`src/rtl/serial_sub.sv`:
```
// Digit-serial subtractor: DIFF = A - B - SUB1, DIGIT bits per clock, computed as A + ~B + carry
// with a carry (inverted borrow) register threaded between digits.
module serial_sub #(
    parameter int unsigned WIDTH = 10,
    parameter int unsigned DIGIT = 2,
    parameter bit          SUB1  = 1'b0
) (
    input  logic             CLK,
    input  logic             RST,
    input  logic             IN_VALID,
    output logic             IN_READY,
    input  logic [WIDTH-1:0] A,
    input  logic [WIDTH-1:0] B,
    output logic             OUT_VALID,
    input  logic             OUT_READY,
    output logic [WIDTH-1:0] DIFF,
    output logic             BORROW,
    output logic             OVF
);

    localparam int N  = int'(WIDTH / DIGIT);
    localparam int CW = (N > 1) ? $clog2(N) : 1;

    if ((WIDTH % DIGIT) != 0) begin : g_bad_digit
        $error("serial_sub: WIDTH must be a multiple of DIGIT");
    end

    typedef enum logic [1:0] {StIdle, StRun, StDone} state_e;

    state_e           state_q, state_d;
    logic [WIDTH-1:0] a_q, a_d;
    logic [WIDTH-1:0] b_q, b_d;
    logic [WIDTH-1:0] diff_q, diff_d;
    logic [CW-1:0]    cnt_q, cnt_d;
    logic             carry_q, carry_d;
    logic             borrow_q, borrow_d;
    logic             ovf_q, ovf_d;
    logic             in_ready_q, in_ready_d;
    logic             out_valid_q, out_valid_d;

    logic [DIGIT-1:0] a_dig, b_dig;
    logic [DIGIT:0]   sum;

    always_comb begin
        a_dig = '0;
        b_dig = '0;
        for (int k = 0; k < N; k++) begin
            if (cnt_q == CW'(k)) begin
                a_dig = a_q[k*DIGIT +: DIGIT];
                b_dig = b_q[k*DIGIT +: DIGIT];
            end
        end
        sum = {1'b0, a_dig} + {1'b0, ~b_dig} + {{DIGIT{1'b0}}, carry_q};

        state_d     = state_q;
        a_d         = a_q;
        b_d         = b_q;
        diff_d      = diff_q;
        cnt_d       = cnt_q;
        carry_d     = carry_q;
        borrow_d    = borrow_q;
        ovf_d       = ovf_q;
        in_ready_d  = in_ready_q;
        out_valid_d = out_valid_q;

        case (state_q)
            StIdle: begin
                if (IN_VALID) begin
                    a_d        = A;
                    b_d        = B;
                    carry_d    = ~SUB1;
                    cnt_d      = '0;
                    in_ready_d = 1'b0;
                    state_d    = StRun;
                end
            end
            StRun: begin
                for (int k = 0; k < N; k++) begin
                    if (cnt_q == CW'(k)) diff_d[k*DIGIT +: DIGIT] = sum[DIGIT-1:0];
                end
                carry_d = sum[DIGIT];
                cnt_d   = cnt_q + CW'(1);
                if (cnt_q == CW'(N - 1)) begin
                    // Last digit: its top sum bit is DIFF's sign bit.
                    borrow_d    = ~sum[DIGIT];
                    ovf_d       = (a_q[WIDTH-1] ^ b_q[WIDTH-1]) & (sum[DIGIT-1] ^ a_q[WIDTH-1]);
                    cnt_d       = '0;
                    out_valid_d = 1'b1;
                    state_d     = StDone;
                end
            end
            StDone: begin
                if (OUT_READY) begin
                    out_valid_d = 1'b0;
                    in_ready_d  = 1'b1;
                    state_d     = StIdle;
                end
            end
            default: begin
                out_valid_d = 1'b0;
                in_ready_d  = 1'b1;
                state_d     = StIdle;
            end
        endcase
    end

    always_ff @(posedge CLK) begin
        if (RST) begin
            state_q     <= StIdle;
            a_q         <= '0;
            b_q         <= '0;
            diff_q      <= '0;
            cnt_q       <= '0;
            carry_q     <= 1'b0;
            borrow_q    <= 1'b0;
            ovf_q       <= 1'b0;
            in_ready_q  <= 1'b1;
            out_valid_q <= 1'b0;
        end else begin
            state_q     <= state_d;
            a_q         <= a_d;
            b_q         <= b_d;
            diff_q      <= diff_d;
            cnt_q       <= cnt_d;
            carry_q     <= carry_d;
            borrow_q    <= borrow_d;
            ovf_q       <= ovf_d;
            in_ready_q  <= in_ready_d;
            out_valid_q <= out_valid_d;
        end
    end

    assign IN_READY  = in_ready_q;
    assign OUT_VALID = out_valid_q;
    assign DIFF      = diff_q;
    assign BORROW    = borrow_q;
    assign OVF       = ovf_q;

endmodule
```
`config.mk`:
```
export PLATFORM = sky130hd
export DESIGN_NAME = serial_sub
export DESIGN_NICKNAME = d
export VERILOG_FILES = /design/src/rtl/serial_sub.sv
export SDC_FILE = /design/constraint.sdc
export NUM_CORES = 1
export LEC_CHECK = 0
export ABC_AREA = 1
export ABC_CLOCK_PERIOD_IN_PS = 3900
export BUFFER_PORTS_ARGS = -buffer_cell sky130_fd_sc_hd__buf_2
export CORE_UTILIZATION = 58
export DETAILED_ROUTE_END_ITERATION = 10
export PLACE_DENSITY = 0.84
export SLEW_MARGIN = 20
export SYNTH_ARGS = -nofsm -noshare
export SYNTH_HDL_FRONTEND = slang
export SYNTH_SLANG_ARGS = --single-unit
```
`constraint.sdc`:
```
create_clock -name CLK -period 3.9 [get_ports CLK]
set_clock_uncertainty 0.05 [all_clocks]
set_input_delay 0.39 -clock CLK [delete_from_list [all_inputs] [get_ports CLK]]
set_output_delay 0.39 -clock CLK [all_outputs]
set_load 0.02 [all_outputs]
```
==> results of run 1 <==
==> cells in the mapped netlist, drive strengths merged <==
cell and count:
a21oi 18, a31oi 1, nand2 44, buf 6
o21a 1, a211oi 1, clkinv 1, nor2 57
fa 2, dfxtp 40, ha 5, nand3 10
o21ai 34, or2 1, clkbuf 1, inv 28
==> cell usage in the layout, fill, tap and decap left out, types with 2 or more instances in the layout <==
cell type / Yosys / layout
nor2_1: 54 / 54
ha_1: 5 / 5
nand2_2: 2 / 2
o21ai_0: 29 / 29
nand2_4: 3 / 3
nand2_1: 39 / 39
a21oi_1: 17 / 17
inv_2: 8 / 8
dfxtp_1: 40 / 40
buf_2: 4 / 37
fa_1: 2 / 2
clkbuf_4: 0 / 5
inv_1: 18 / 18
nand3_1: 9 / 9
o21ai_1: 5 / 5
inv_4: 2 / 2
==> critical path, cell delays in order, from the launching register on <==
cell     delay, ps
dfxtp_1        480
inv_2          100
ha_1           290
inv_1          160
o21ai_0        100
inv_1           60
nand2_1         40
nand2_1         50
nand2_1         60
fa_1           380
fa_1           500
inv_1          190
nand3_1        100
a31oi_1        160
==> sequential cells by signal, indices dropped and copies added (netlist names), 2 cells and up <==
signal,cells
a_q,10
b_q,10
DIFF,10
cnt_q,3
state_q,2
==> area by class of cell <==
| type | count | area [um^2] | share of cell area |
|---|---|---|---|
| Multi-Input combinational cell | 174 | 895 | 0.427 |
| Timing Repair Buffer | 37 | 185 | 0.0884 |
| Inverter | 29 | 114 | 0.0543 |
| Tap cell | 44 | 55.1 | 0.0263 |
| Clock inverter | 1 | 5.00 | 0.00239 |
| Clock buffer | 6 | 41.3 | 0.0197 |
| Sequential cell | 40 | 801 | 0.382 |
==> worst paths after layout <==
kind / start / endpoint / slack, ps / depth (start not counted)
hold / removal: A[8] / a_q[8] / 230 / 3
hold reg to reg: OUT_VALID / OUT_VALID / 410 / 2
setup / recovery: cnt_q[2] / OVF / 1130 / 13
setup reg to reg: cnt_q[2] / OVF / 1130 / 13
==> kinds of logic (layout without fill, tap and decap cells) <==
family                   after synthesis  in the layout  share of synthesized area
flip-flops                            40             40                      0.432
AND/OR/NAND/NOR                      112            112                      0.271
buffers and inverters                 36             73                     0.0845
AO/OA/AOI/OAI                         55             55                      0.157
adder cells (fa/ha/maj)                7              7                     0.0554
==> power by group <==
| group | internal, mW | switching [mW] |
|---|---|---|
| Sequential | 0.435 | 0.0158 |
| Clock | 0.0664 | 0.124 |
| Combinational | 0.0568 | 0.102 |
==> through the flow <==
step	instance area, um^2	instances	setup WS, ps	hold WS [ps]
2_1_floorplan	1850	250	1440	380
3_3_place_gp	2050	324	1270	387
3_5_place_dp	2050	324	1160	392
4_1_cts	2100	331	1150	225
5_1_grt	2100	331	858	228
6_report	2100	331	1130	234
==> per-layer routing <==
metal | wire, um | global-route usage | share of wire | vias to the layer above
met1 | 1660 | 0.294 | 0.47 | 696
met4 | 77 | 0.122 | 0.022 | 0
li1 | - | - | - | 867
met3 | 116 | 0.0637 | 0.033 | 8
met2 | 1660 | 0.366 | 0.47 | 26
met5 | 0 | 0 | 0 | -
==> results.py, run 1 <==
metrics = {
    "cts": {
        "root_buffer": "clkbuf_4",
        "post_cts_buffers": 0,
        "cts_buffers": 5,
        "cts_hold_buffers": 0,
        "cts_tree": "yes",
        "insertion_delay_ps": 350,
        "clock-sinks": 40,
        "cts_resized": 0,
        "clkTransAtPathRegs_ps": 110,
        "h-tree-depth": 2,
        "clk_path_buf_depth": 2,
    },
    "floorplan": {
        "rows": 20,
        "coreArea_um2": 3050,
        "start_util": 0.607,
        "die_area_um2": 3420,
        "dieHeight_um": 58.5,
        "ios": 38,
        "fp.dieW_um": 58.5,
    },
    "worst_setup_path": {
        "crit_fanout": 6,
        "crit_arrival_ps": 3010,
        "cp-start-kind": "register",
        "end_kind": "register",
        "crit_required_ps": 4140,
        "path_class": "register to register",
    },
    "routing": {
        "drt_iter0_markers": 60,
        "vias": 1597,
        "firstDrtPassIters": 6,
        "routed_wl_um": 3520,
        "ant_nets": 0,
        "routed_via_density": 4.82,
        "wl_per_cell_um": 10.6,
        "drc": 0,
    },
    "power_and_ir_drop": {
        "powerDensity_nw_per_um2": 382,
        "ir_worst_vdd_mv": 0.206,
        "power_mw": 0.801,
        "cellLeakagePower_nw": 1.01,
    },
    "final_layout": {
        "final_layout_size_suffix_gt1_frac": 0.226,
        "n_antenna_cell": 0,
        "final_nets": 318,
        "area_growth_pct": 13.2,
        "nFillCells": 309,
        "utilization": 0.686,
    },
    "sta": {
        "rsz0062_at_grt": "no",
        "hold_violations": 0,
        "finalSetupViolCount": 0,
        "maxSlewHeadroom": 0.729,
        "tightestPinTransition_ps": 407,
        "tns_ps": 0,
        "fmax_mhz": 361,
        "min_period_over_period": 0.711,
        "report.final.slew_viol_count": 0,
        "period_needed_ps": 2770,
    },
    "synthesis": {
        "synthesis.nets": 281,
        "synth_top_cell_by_area": "dfxtp_1",
        "ys_seq_area_frac": 0.432,
        "yosysTopAreaCellShare": 0.432,
        "ys_types": 28,
        "synth-warning-count": 0,
        "yosys-top-cells-area": "dfxtp_1 (43%), nor2_1 (11%), nand2_1 (7.9%), o21ai_0 (7.8%), a21oi_1 (4.6%)",
        "ys_seq_elements": 40,
        "synth.avg_cell_area_um2": 7.41,
        "synthCells": 250,
        "netlist_area_um2": 1850,
    },
    "hold_path": {
        "hold_class": "input port to register",
    },
    "global_route": {
        "grt-ovfl-total": 0,
        "grt_max_degree": 33,
        "grt_pass1_wl_um": 5910,
        "grt_pass1_vias": 1428,
        "gr-usage-all-layers": 0.233,
        "antenna_found_initial": 0,
    },
    "run": {
        "max_cap_viol_count": 0,
    },
    "placed_design": {
        "io_buffer_count": 37,
        "dp_hpwl_um": 2660,
        "gp_congestion": 0.792,
    },
    "status": {
        "status": "complete, no violations",
    },
}
(Power assumes the default switching activity.)
==> run 2: changes to the inputs <==
ABC_CLOCK_PERIOD_IN_PS = 2800   (was 3900)
CORE_UTILIZATION = 54   (was 58)
PLACE_DENSITY = 0.79   (was 0.84)
clock period = 2.8 ns   (was 3.9 ns; I/O delays follow)
==> results.py, run 2 (synthesis results as in run 1) <==
metrics = {
    "hold_path": {
        "hold_class": "input port to register",
        "holdCritStartpoint": "B[0]",
        "min_to": "b_q[0]",
        "hold_path_depth": 3,
    },
    "worst_setup_path": {
        "crit_arrival_ps": 2790,
        "path_common_cell": "nand2_1",
        "end_kind": "register",
        "max_stage_delay_ps": 490,
        "cp_num_buf_inv": 3,
        "r2r_slack_ps": 220,
        "cpMaxStageDelayCell": "fa_1",
        "timing.rr.end": "OVF",
        "r2r_cells": 14,
        "r2r_start": "cnt_q[1]",
        "cp-start-kind": "register",
        "crit_required_ps": 3020,
        "path_delay_family": "adder cells",
        "crit_chain": "inv_1 > ha_1 > inv_1 > nor2_1 > nand2_1 > nand3_1 > nand2_1 > nand2_1 > nand2_1 > fa_1 > fa_1 > inv_2 > nand3_1 > a31oi_1",
        "path_class": "register to register",
        "crit_fanout": 5,
    },
    "final_layout": {
        "final_common_cell": "nor2_1",
        "final_nets": 320,
        "final_cells": 334,
        "n_antenna_cell": 0,
        "layout_common_cells": "nor2_1 (54), dfxtp_1 (39), nand2_1 (39)",
        "area_growth_pct": 15.1,
        "final_layout_size_suffix_gt1_frac": 0.248,
        "final_design_area_no_fill_um2": 2130,
    },
    "cts": {
        "clkTransAtPathRegs_ps": 120,
        "post_cts_buffers": 0,
        "insertion_delay_ps": 330,
        "clock-sinks": 40,
        "cts_buffers": 5,
        "cts_tree": "yes",
        "clk_path_buf_depth": 2,
        "cts_hold_buffers": 0,
        "h-tree-depth": 2,
        "cts_resized": 0,
        "root_buffer": "clkbuf_4",
    },
    "placed_design": {
        "gp_congestion": 0.773,
        "io_buffer_count": 37,
        "place_inst": 326,
        "postPlaceCellArea_um2": 2060,
        "dp_hpwl_um": 2680,
        "pre_cts_ws_ps": 142,
    },
    "floorplan": {
        "dieHeight_um": 60.6,
        "die_area_um2": 3670,
        "rows": 20,
        "fp.dieW_um": 60.6,
        "start_util": 0.587,
        "coreArea_um2": 3150,
        "ios": 38,
    },
    "global_route": {
        "grt_pass1_vias": 1429,
        "antenna_found_initial": 0,
        "grt-ovfl-total": 0,
        "gr-usage-all-layers": 0.219,
        "grt_max_degree": 33,
        "grt_pass1_wl_um": 5950,
    },
    "run": {
        "max_cap_viol_count": 0,
    },
    "sta": {
        "fmax_mhz": 388,
        "tns_ps": 0,
        "layout_setup_ws_ps": 225,
        "min_period_over_period": 0.920,
        "maxSlewHeadroom": 0.710,
        "tightestPinTransition_ps": 435,
        "report.final.slew_viol_count": 0,
        "finalSetupViolCount": 0,
        "period_needed_ps": 2580,
        "hold_violations": 0,
    },
    "routing": {
        "vias": 1625,
        "firstDrtPassIters": 4,
        "routed_wl_um": 3570,
        "drt_iter0_markers": 74,
        "drc": 0,
        "wl_per_cell_um": 10.7,
        "routed_via_density": 4.87,
        "ant_nets": 0,
    },
    "power_and_ir_drop": {
        "powerDensity_nw_per_um2": 540,
        "ir_worst_vdd_mv": 0.448,
        "power_mw": 1.15,
        "cellLeakagePower_nw": 1.03,
    },
    "status": {
        "status": "complete, no violations",
    },
}
run 2: cell count changes in the layout (fill, tap and decap cells not counted), sizes merged:
cell    delta
buf        +2
clkinv     +1
run 2: power breakdown:
part / internal, mW / switching (mW) / total, mW
Sequential: 0.606 / 0.0227 / 0.629
Combinational: 0.0814 / 0.141 / 0.222
Clock: 0.120 / 0.181 / 0.300
run 2: worst max path at each step:
stage | end | from | slack (ps) | cells past startpoint
2_1_floorplan | OVF | cnt_q[2] | 340 | 13
3_3_place_gp | OVF | cnt_q[2] | 220 | 13
3_5_place_dp | OVF | cnt_q[2] | 140 | 13
4_1_cts | OVF | cnt_q[2] | 110 | 13
5_1_grt | OVF | cnt_q[1] | -30 | 14
6_report | OVF | cnt_q[1] | 220 | 14
run 2: cell type report:
type	instances	area [um^2]
clock inverters	2	10.0
flip-flops and latches	40	802
fillers	279	1020
inverters	29	114
multi-input cells	174	900
clock buffers	6	51.3
well taps	44	55.1
repair buffers	39	200
run 2: metal layers:
metal  wire length, um  GRT usage  vias to the layer above
li1                  -          -                      876
met5                 0          0                        -
met3               134     0.0448                       10
met1              1800      0.296                      704
met2              1550      0.341                       35
met4                88     0.0909                        0
run 2: worst register-to-register path, cell delays in order (launching register included):
cell,delay (ps)
dfxtp_1,360
inv_1,90
ha_1,220
inv_1,90
nor2_1,150
nand2_1,90
nand3_1,90
nand2_1,50
nand2_1,50
nand2_1,60
fa_1,380
fa_1,490
inv_2,120
nand3_1,70
a31oi_1,160
run 2: per-stage QoR:
step / util / hold WS (ps)
global route: 0.676 / 131
floorplan: - / 380
global placement: 0.655 / 394
CTS: 0.674 / 130
detailed placement: 0.655 / 399
finish: 0.676 / 135
